<file path="config.mk">
export PLATFORM = sky130hd
export DESIGN_NAME = mfp_irq_ctrl_flat
export DESIGN_NICKNAME = d
export VERILOG_FILES = /design/src/rtl/mfp_irq_ctrl_if.sv /design/src/rtl/mfp_irq_ctrl.sv /design/src/flat_wrapper.sv
export SDC_FILE = /design/constraint.sdc
export NUM_CORES = 1
export LEC_CHECK = 0
export CAP_MARGIN = 10
export CORE_ASPECT_RATIO = 0.9
export CORE_UTILIZATION = 55
export DETAILED_ROUTE_END_ITERATION = 7
export MAX_ROUTING_LAYER = met4
export PLACE_DENSITY_LB_ADDON = 0.08
export SLEW_MARGIN = 20
export SYNTH_ARGS = -nofsm -noshare
export SYNTH_HDL_FRONTEND = slang
export SYNTH_SLANG_ARGS = --single-unit
</file>
<file path="constraint.sdc">
create_clock -name clk -period 4.05 [get_ports clk]
set_input_delay 1.0125 -clock clk [delete_from_list [all_inputs] [get_ports clk]]
set_output_delay 1.0125 -clock clk [all_outputs]
set_load 0.005 [all_outputs]
</file>
<file path="src/rtl/mfp_irq_ctrl_if.sv">
// CPU bus and IPL/IACK signals of the MFP interrupt controller.
interface mfp_irq_ctrl_if;
   logic [7:0] din;
   logic       sel;
   logic [4:0] addr;
   logic       ds;
   logic       rw;
   logic [7:0] dout;
   logic       dtack;
   logic       irq;
   logic       iack;

   modport master (output din, sel, addr, ds, rw, iack, input dout, dtack, irq);
   modport slave  (input din, sel, addr, ds, rw, iack, output dout, dtack, irq);
endinterface

</file>
<file path="src/rtl/mfp_irq_ctrl.sv">
// MFP-style interrupt controller for 16/24/32 sources (IER/IPR/ISR/IMR/AER/LVL/VR).
// Define MFP_IRQ_INPUT_SYNC_EN to pass src through a 2-stage clk_en synchroniser.
module mfp_irq_ctrl #(
   parameter int CHANNELS = 16
) (
   input  logic                clk,
   input  logic                reset_n,
   input  logic                clk_en,
   input  logic [CHANNELS-1:0] src,
   mfp_irq_ctrl_if.slave       bus
);
   localparam int IDX_W  = (CHANNELS == 16) ? 4 : 5;
   localparam int NBYTES = CHANNELS / 8;

   localparam logic [2:0] REG_IER = 3'd0, REG_IPR = 3'd1, REG_ISR = 3'd2, REG_IMR = 3'd3;
   localparam logic [2:0] REG_AER = 3'd4, REG_LVL = 3'd5, REG_VR  = 3'd6, REG_INP = 3'd7;

   logic [CHANNELS-1:0] ier, ipr, isr, imr, aer, lvl;
   logic [CHANNELS-1:0] ier_n, ipr_n, isr_n, imr_n, aer_n, lvl_n;
   logic [7:0]          vr, vec, vec_n;
   logic                sel_p1, iack_p1, sel_arm;
   logic [CHANNELS-1:0] c_p1;
   logic [CHANNELS-1:0] src_q, c;

`ifdef MFP_IRQ_INPUT_SYNC_EN
   logic [CHANNELS-1:0] src_p1, src_p2;
   always_ff @(posedge clk or negedge reset_n) begin
      if (!reset_n) begin
         src_p1 <= '0;
         src_p2 <= '0;
      end else if (clk_en) begin
         src_p1 <= src;
         src_p2 <= src_p1;
      end
   end
   assign src_q = src_p2;
`else
   assign src_q = src;
`endif

   assign c = src_q ^ ~aer;

   function automatic logic [IDX_W-1:0] msb_idx(input logic [CHANNELS-1:0] v);
      logic [IDX_W-1:0] r;
      r = '0;
      for (int i = 0; i < CHANNELS; i++)
         if (v[i]) r = i[IDX_W-1:0];
      return r;
   endfunction

   function automatic logic [CHANNELS-1:0] merge(input logic [CHANNELS-1:0] old,
                                                 input logic [CHANNELS-1:0] mask,
                                                 input logic [CHANNELS-1:0] data);
      return (old & ~mask) | (data & mask);
   endfunction

   logic [2:0]          reg_sel;
   logic [1:0]          byte_sel;
   logic                wr, iack_sel;
   logic [CHANNELS-1:0] bmask, wrep, wclr, pend, ack_hot, src_set, isr_clr;
   logic [IDX_W-1:0]    p_idx, s_idx;

   assign reg_sel  = bus.addr[4:2];
   assign byte_sel = bus.addr[1:0];
   // sel_arm blocks a strobe for an access already in progress when reset released
   assign wr       = clk_en & sel_arm & ~sel_p1 & bus.sel & ~bus.ds & ~bus.rw;
   assign iack_sel = clk_en & ~iack_p1 & bus.iack & ~bus.ds;

   assign pend  = ipr & imr;
   assign p_idx = msb_idx(pend);
   assign s_idx = msb_idx(isr);

   always_comb begin
      bmask = '0;
      for (int i = 0; i < CHANNELS; i++)
         bmask[i] = ((i / 8) == int'(byte_sel));
      wrep    = {NBYTES{bus.din}};
      wclr    = bmask & ~wrep;
      ack_hot = (iack_sel && (pend != '0)) ? ({{(CHANNELS-1){1'b0}}, 1'b1} << p_idx) : '0;
      src_set = {CHANNELS{clk_en}} & ier & ((lvl & c) | (~lvl & c & ~c_p1));

      ier_n = (wr && reg_sel == REG_IER) ? merge(ier, bmask, wrep) : ier;
      imr_n = (wr && reg_sel == REG_IMR) ? merge(imr, bmask, wrep) : imr;
      aer_n = (wr && reg_sel == REG_AER) ? merge(aer, bmask, wrep) : aer;
      lvl_n = (wr && reg_sel == REG_LVL) ? merge(lvl, bmask, wrep) : lvl;

      // Source sets beat CPU clears; a level source re-sets only on the clk_en after its ack
      ipr_n = ipr & ~ack_hot;
      if (wr && (reg_sel == REG_IPR || reg_sel == REG_IER))
         ipr_n = ipr_n & ~wclr;
      ipr_n = ipr_n | (src_set & ~(ack_hot & lvl));

      isr_clr = '0;
      if (wr && reg_sel == REG_ISR)
         isr_clr = wclr;
      else if (wr && reg_sel == REG_VR && byte_sel == 2'd0 && !bus.din[3])
         isr_clr = '1;
      isr_n = (isr & ~isr_clr) | (vr[3] ? ack_hot : '0);

      vec_n = (pend != '0) ? {vr[7:IDX_W], p_idx} : 8'h18;
   end

   always_ff @(posedge clk or negedge reset_n) begin
      if (!reset_n) begin
         ier     <= '0;
         ipr     <= '0;
         isr     <= '0;
         imr     <= '0;
         aer     <= '0;
         lvl     <= '0;
         vr      <= '0;
         vec     <= '0;
         sel_p1  <= 1'b0;
         iack_p1 <= 1'b0;
         sel_arm <= 1'b0;
         c_p1    <= '0;
      end else begin
         ier <= ier_n;
         ipr <= ipr_n;
         isr <= isr_n;
         imr <= imr_n;
         aer <= aer_n;
         lvl <= lvl_n;
         if (wr && reg_sel == REG_VR && byte_sel == 2'd0)
            vr <= bus.din;
         if (iack_sel)
            vec <= vec_n;
         if (clk_en) begin
            sel_p1  <= bus.sel;
            iack_p1 <= bus.iack;
            c_p1    <= c;
            if (!bus.sel)
               sel_arm <= 1'b1;
         end
      end
   end

   logic [31:0] rword;
   logic [7:0]  rbyte, dout_w;

   always_comb begin
      rword = '0;
      case (reg_sel)
         REG_IER: rword[CHANNELS-1:0] = ier;
         REG_IPR: rword[CHANNELS-1:0] = ipr;
         REG_ISR: rword[CHANNELS-1:0] = isr;
         REG_IMR: rword[CHANNELS-1:0] = imr;
         REG_AER: rword[CHANNELS-1:0] = aer;
         REG_LVL: rword[CHANNELS-1:0] = lvl;
         REG_VR:  rword[7:0]          = vr;
         REG_INP: rword[CHANNELS-1:0] = c;
         default: rword = '0;
      endcase
      rbyte = rword[{byte_sel, 3'b000} +: 8];

      // Held at 0 during reset so the live input-level read cannot leak out
      dout_w = 8'h00;
      if (!reset_n)
         dout_w = 8'h00;
      else if (bus.sel && !bus.ds && bus.rw)
         dout_w = rbyte;
      else if (bus.iack)
         dout_w = vec;
   end

   assign bus.dout  = dout_w;
   assign bus.dtack = (sel_p1 & bus.sel) | (iack_p1 & bus.iack);
   assign bus.irq   = (pend != '0) && ((isr == '0) || (p_idx > s_idx));
endmodule

</file>
<file path="src/flat_wrapper.sv">
// flat-port wrapper written by rule: the top's interface ports become plain ports
module mfp_irq_ctrl_flat 
#(
   parameter int CHANNELS = 16
)
  (clk, reset_n, clk_en, src, bus_din, bus_sel, bus_addr, bus_ds, bus_rw, bus_iack, bus_dout, bus_dtack, bus_irq);
  mfp_irq_ctrl_if bus_i ();
  input  logic clk;
  input  logic reset_n;
  input  logic clk_en;
  input  logic [CHANNELS-1:0] src;
  input wire logic [$bits(bus_i.din)-1:0] bus_din;
  input wire logic [$bits(bus_i.sel)-1:0] bus_sel;
  input wire logic [$bits(bus_i.addr)-1:0] bus_addr;
  input wire logic [$bits(bus_i.ds)-1:0] bus_ds;
  input wire logic [$bits(bus_i.rw)-1:0] bus_rw;
  input wire logic [$bits(bus_i.iack)-1:0] bus_iack;
  output wire logic [$bits(bus_i.dout)-1:0] bus_dout;
  output wire logic [$bits(bus_i.dtack)-1:0] bus_dtack;
  output wire logic [$bits(bus_i.irq)-1:0] bus_irq;
  assign bus_i.din = bus_din;
  assign bus_i.sel = bus_sel;
  assign bus_i.addr = bus_addr;
  assign bus_i.ds = bus_ds;
  assign bus_i.rw = bus_rw;
  assign bus_i.iack = bus_iack;
  assign bus_dout = bus_i.dout;
  assign bus_dtack = bus_i.dtack;
  assign bus_irq = bus_i.irq;
  mfp_irq_ctrl #(.CHANNELS(CHANNELS)) u_core (.clk(clk), .reset_n(reset_n), .clk_en(clk_en), .src(src), .bus(bus_i));
endmodule
</file>
# After elaboration in Yosys (flattened, before gate mapping)
# Cells that the tools add are included.
# W data, S select, Z words.
[totals] reg_bits=131 in_bits=36 output_inout_bits=10 elab_cells=137
[classes] order_cmp=1 n_eq_ne=8 shift=2 muxes=41 bitwise_logic=50 n_reduce_logical=23
[ops] op="$and A16 B16 Y16" n=17
[ops] op="$not A16 Y16" n=9
[ops] op="$or A16 B16 Y16" n=7
[ops] op="$mux W4" n=22
[ops] op="$mux W16" n=5
[ops] op="$pmux W8 S8" n=1
[ops] op="$pmux W8 S7" n=1
[ops] op="$mux W8" n=4
[ops] op="$shiftx A32 B6 Y8" n=1
[ops] op="$logic_not A16 Y1" n=1
[ops] op="$reduce_bool A16 Y1" n=1
[ops] op="$shl A1 B4 Y16 const A" n=1
[ops] op="$xor A16 B16 Y16" n=1
[ops] op="$logic_and A1 B1 Y1" n=13
[ops] op="$eq A3 B3 Y1 const B" n=4
[ops] op="$mux W3" n=4
[ops] op="$and A1 B1 Y1" n=10
[ops] op="$eq A3 B2 Y1 const B" n=2
[ops] op="$not A1 Y1" n=5
[ops] op="$gt A4 B4 Y1" n=1
[ops] op="$logic_not A2 Y1" n=2
[ops] op="$mux W2" n=2
[ops] op="$eq A3 B1 Y1 const B" n=1
[ops] op="$logic_not A3 Y1" n=1
[ops] op="6 further kinds" n=9

# Longest topological paths before layout
[logic_depth] depth_word=23 ltp_mapped=12 depth_no_buf=11

# Worst setup path after synthesis
# Ideal clock, no wire load.
[synth_timing] path_kind="input to output" start="input port bus_addr[2]" end="output port bus_dout[2]" t_arrival_ns=2.392 t_required_ns=3.038 setup_slack_ns=0.646 cell_stages=7 n_path_buf=3 cell_sequence="buf_2 -> buf_2 -> buf_1 -> mux2i_1 -> nor2_1 -> o311ai_0 -> o211ai_1"
[synth_between] elab_chain_cells=5 elab_cells_between_ends=13 cone_classes="7 x eq/ne; 1 x shift; 4 x mux; 1 x reduce/logical"
[synth_lines] item="from (decl)" line="flat_wrapper.sv:14" source="input wire logic [$bits(bus_i.addr)-1:0] bus_addr;"
[synth_lines] item="$eq A3 B3 Y1 (tied with other cells)" line="mfp_irq_ctrl.sv:143" source="case (reg_sel)"
[synth_lines] item="$pmux W8 S8 or $pmux W8 S7 (tied branches)" line="mfp_irq_ctrl.sv:143"
[synth_lines] item="$shiftx A32 B6 Y8 *" line="mfp_irq_ctrl.sv:154" source="rbyte = rword[{byte_sel, 3'b000} +: 8];"
[synth_lines] item="$mux W8 *" line="mfp_irq_ctrl.sv:160" source="else if (bus.sel && !bus.ds && bus.rw)"
[synth_lines] item="$mux W8 *" line="mfp_irq_ctrl.sv:158" source="if (!reset_n)"
[synth_lines] item="to (decl)" line="flat_wrapper.sv:18" source="output wire logic [$bits(bus_i.dout)-1:0] bus_dout;"
# Mark *: on every way between the ends. The rest lies on a longest branch, timed or not.

# Final worst setup path
[layout_timing] start="input port src[13]" end="output port bus_dout[5]"
[layout_between] elab_chain_cells=5
[layout_lines] item="from (decl)" line="flat_wrapper.sv:11" source="input logic [CHANNELS-1:0] src;"
[layout_lines] item="$xor A16 B16 Y16" line="mfp_irq_ctrl.sv:41" source="assign c = src_q ^ ~aer;"
[layout_lines] item="$pmux W8 S7" line="mfp_irq_ctrl.sv:143"
[layout_lines] item="$shiftx A32 B6 Y8" line="mfp_irq_ctrl.sv:154"
[layout_lines] item="$mux W8" line="mfp_irq_ctrl.sv:160"
[layout_lines] item="$mux W8" line="mfp_irq_ctrl.sv:158"
# No other way between the ends.

==> metrics.cfg <==
[power_and_ir_drop]
power_leakage_uw = 0.004149
vdd_drop_max_mv = 0.3283
p_comb_frac = 0.117
power.density_mw_per_mm2 = 382.5
p_sw_uw = 886.9
internal_power_uw = 2594
swShare = 0.2548
pwr-share-clk = 0.474
finalPower_uw = 3481
p_seq_frac = 0.409

[final_layout]
nets = 862
final_layout_size_suffix_gt1_frac = 0.2590
final_cell_mix = 130 x dfrtp_1, 78 x mux2_2, 74 x buf_4
num-fill-cells = 977
instances_no_fill = 998
syn2layout_area_growth_pct = 24.38
diodes = 0
layout_commonest_cell = dfrtp_1
seqCellArea_mm2 = 0.003279
multi_input_area_mm2 = 0.003816

[place]
dp.cells = 959
place.gp.congestion = 0.9879
hpwl_um = 17600
port_buffers = 45
dpl_worst_slack_ns = -0.3403

[cts]
ctsLongestPathBuffers = 2
clkSinkCount = 131
clock_latency_ns = 0.44
tritoncts = built
root_buffer = clkbuf_16
h-tree-depth = 4
cts_buffers = 17
cts.clk_slew.worst_paths_ns = 0.06

[sta]
tightestPinTransition_ns = 0.9532
rsz0062_at_grt = no
period_share = 0.9836
hold_violations = 0
finalWorstSetupSlack_ns = 0.06647
clock_skew_ns = 0.01119
slew_violations = 0
min_period_ns = 3.984
slew_headroom = 0.3603
fin_hold_ws_ns = 0.4562
setup_violations = 0
fmax_mhz = 251.0

[worst_setup_path]
rrSetupSlack_ns = 1.65
critPathKind = input port to primary output
critPathLaunchType = input port
required_ns = 3.04
arrival_ns = 2.97
endpoint_kind = primary output
worstPathMaxFanout = 2

[synth]
yosysSeqAreaShare = 0.4480
avgSynthCellArea_um2 = 10.18
synth-main-ff-cell = dfrtp_1
yosys_warnings = 0
synth_area_mm2 = 0.007317
syn_nets = 759
synth_edf_count = 0
syn_inst = 719
ys_types = 65
async_reset_ff_frac = 1.000
ys_seq_elements = 131

[route]
firstDrtPassIters = 5
wire_per_inst_um = 24.63
drtIter0Drc = 597
vias = 6706
ant_nets = 0
routed_wl_um = 24580
drc = 0
viasPerCell = 6.719

[floorplan]
dieArea_mm2 = 0.01377
die_w_um = 123.6
initial_core_util = 0.5701
fp.coreArea_mm2 = 0.01283
num_rows = 39
die_h_um = 111.4
pin_count = 46

[grt]
overflow = 0
antenna_found_initial = 0
grt_pass1_wl_um = 38490
grt_max_degree = 71
grt_pass1_vias = 6704
grt_util_all_layers = 0.3958

[hold_path]
hp-class = flip-flop to flip-flop

[status]
status = finished clean

[run]
max_cap_violations = 0

==> routing by layer <==
layer,share of wire,vias to the layer above,track usage
li1,-,2918,-
met1,0.42,3367,0.5158
met2,0.46,347,0.5930
met3,0.077,74,0.07941
met4,0.041,0,0.1783
met5,0,-,-
==> critical path: stages <==
cell,delay [ns]
clkdlybuf4s50_1,0.41
xnor2_1,0.17
mux4_2,0.49
mux2i_1,0.31
a2bb2oi_1,0.19
o21ai_1,0.10
dlygate4sd2_1,0.28
==> worst paths after layout <==
| path | end | from | cells past startpoint |
|---|---|---|---|
| setup / recovery | bus_dout[5] | src[13] | 7 |
| hold / removal | u_core.sel_arm | u_core.sel_arm | 1 |
| setup reg to reg | u_core.isr[5] | flip-flop | 5 |
| hold reg to reg | u_core.sel_arm | u_core.sel_arm | 1 |
| max in group asynchronous | u_core.ipr[9] | reset_n | 3 |
| min in group asynchronous | u_core.c_p1[5] | reset_n | 2 |
==> final cells by class <==
| type | count | share of cell area |
|---|---|---|
| flip-flops and latches | 131 | 0.3603 |
| clock buffers | 18 | 0.04825 |
| repair buffers | 125 | 0.1184 |
| multi-input cells | 521 | 0.4193 |
| clock inverters | 13 | 0.02021 |
| well taps | 164 | 0.02255 |
| inverters | 26 | 0.01100 |
==> cell usage after synthesis, types with 10 or more instances <==
cell	count	area, µm²
inv_1	24	90.09
o32ai_1	16	140.1
nor2_1	34	127.6
a21oi_1	29	145.1
dfrtp_1	131	3278
nand3_1	13	65.06
mux2i_1	20	200.2
and3_1	10	62.56
nor2b_1	11	68.82
o21ai_0	71	355.3
o2111ai_1	11	96.34
clkbuf_1	23	86.33
o31a_1	14	122.6
a22o_1	12	105.1
xnor2_1	14	122.6
mux2_2	78	878.3
nand2_1	64	240.2
==> power by group through the flow <==
stage | logic [µW] | clock network, µW | registers [µW]
finish | 407 | 1650 | 1430
global route | 442 | 1720 | 1430
CTS | 400 | 1660 | 1420
detailed placement | 386 | 0 | 1440
global placement | 375 | 0 | 1440
floorplan | 199 | 0 | 1420
==> per-stage QoR <==
stage / TNS (ns) / utilization / area (µm²)
global route: 0 / 0.7092 / 9101
global placement: -1.673 / 0.6512 / 8357
detailed placement: -1.935 / 0.6512 / 8357
finish: 0 / 0.7092 / 9101
CTS: 0 / 0.7068 / 9071
floorplan: 0 / - / 7317
==> logic make-up after synthesis <==
kind of cell / count (synthesis) / share of synthesized area
and+or+nand+nor: 169 / 0.1105
buffers and inverters: 67 / 0.03728
adders and majority gates: 4 / 0.006840
DFF: 131 / 0.4480
xor gates and xnor gates: 16 / 0.01915
AOI/OAI and AO/OA: 231 / 0.2216
muxes: 101 / 0.1566
==> timing repair <==
| item | in CTS | in global routing |
|---|---|---|
| setup endpoints to repair | 9 | 2 |
| pin swaps | 6 | 2 |
| setup buffers | 5 | 3 |
| endpoints found under the hold margin | 0 | 0 |
| hold buffers | 0 | 0 |
| gates resized for setup | 29 | 6 |
Power figures use the tool's default switching activity.
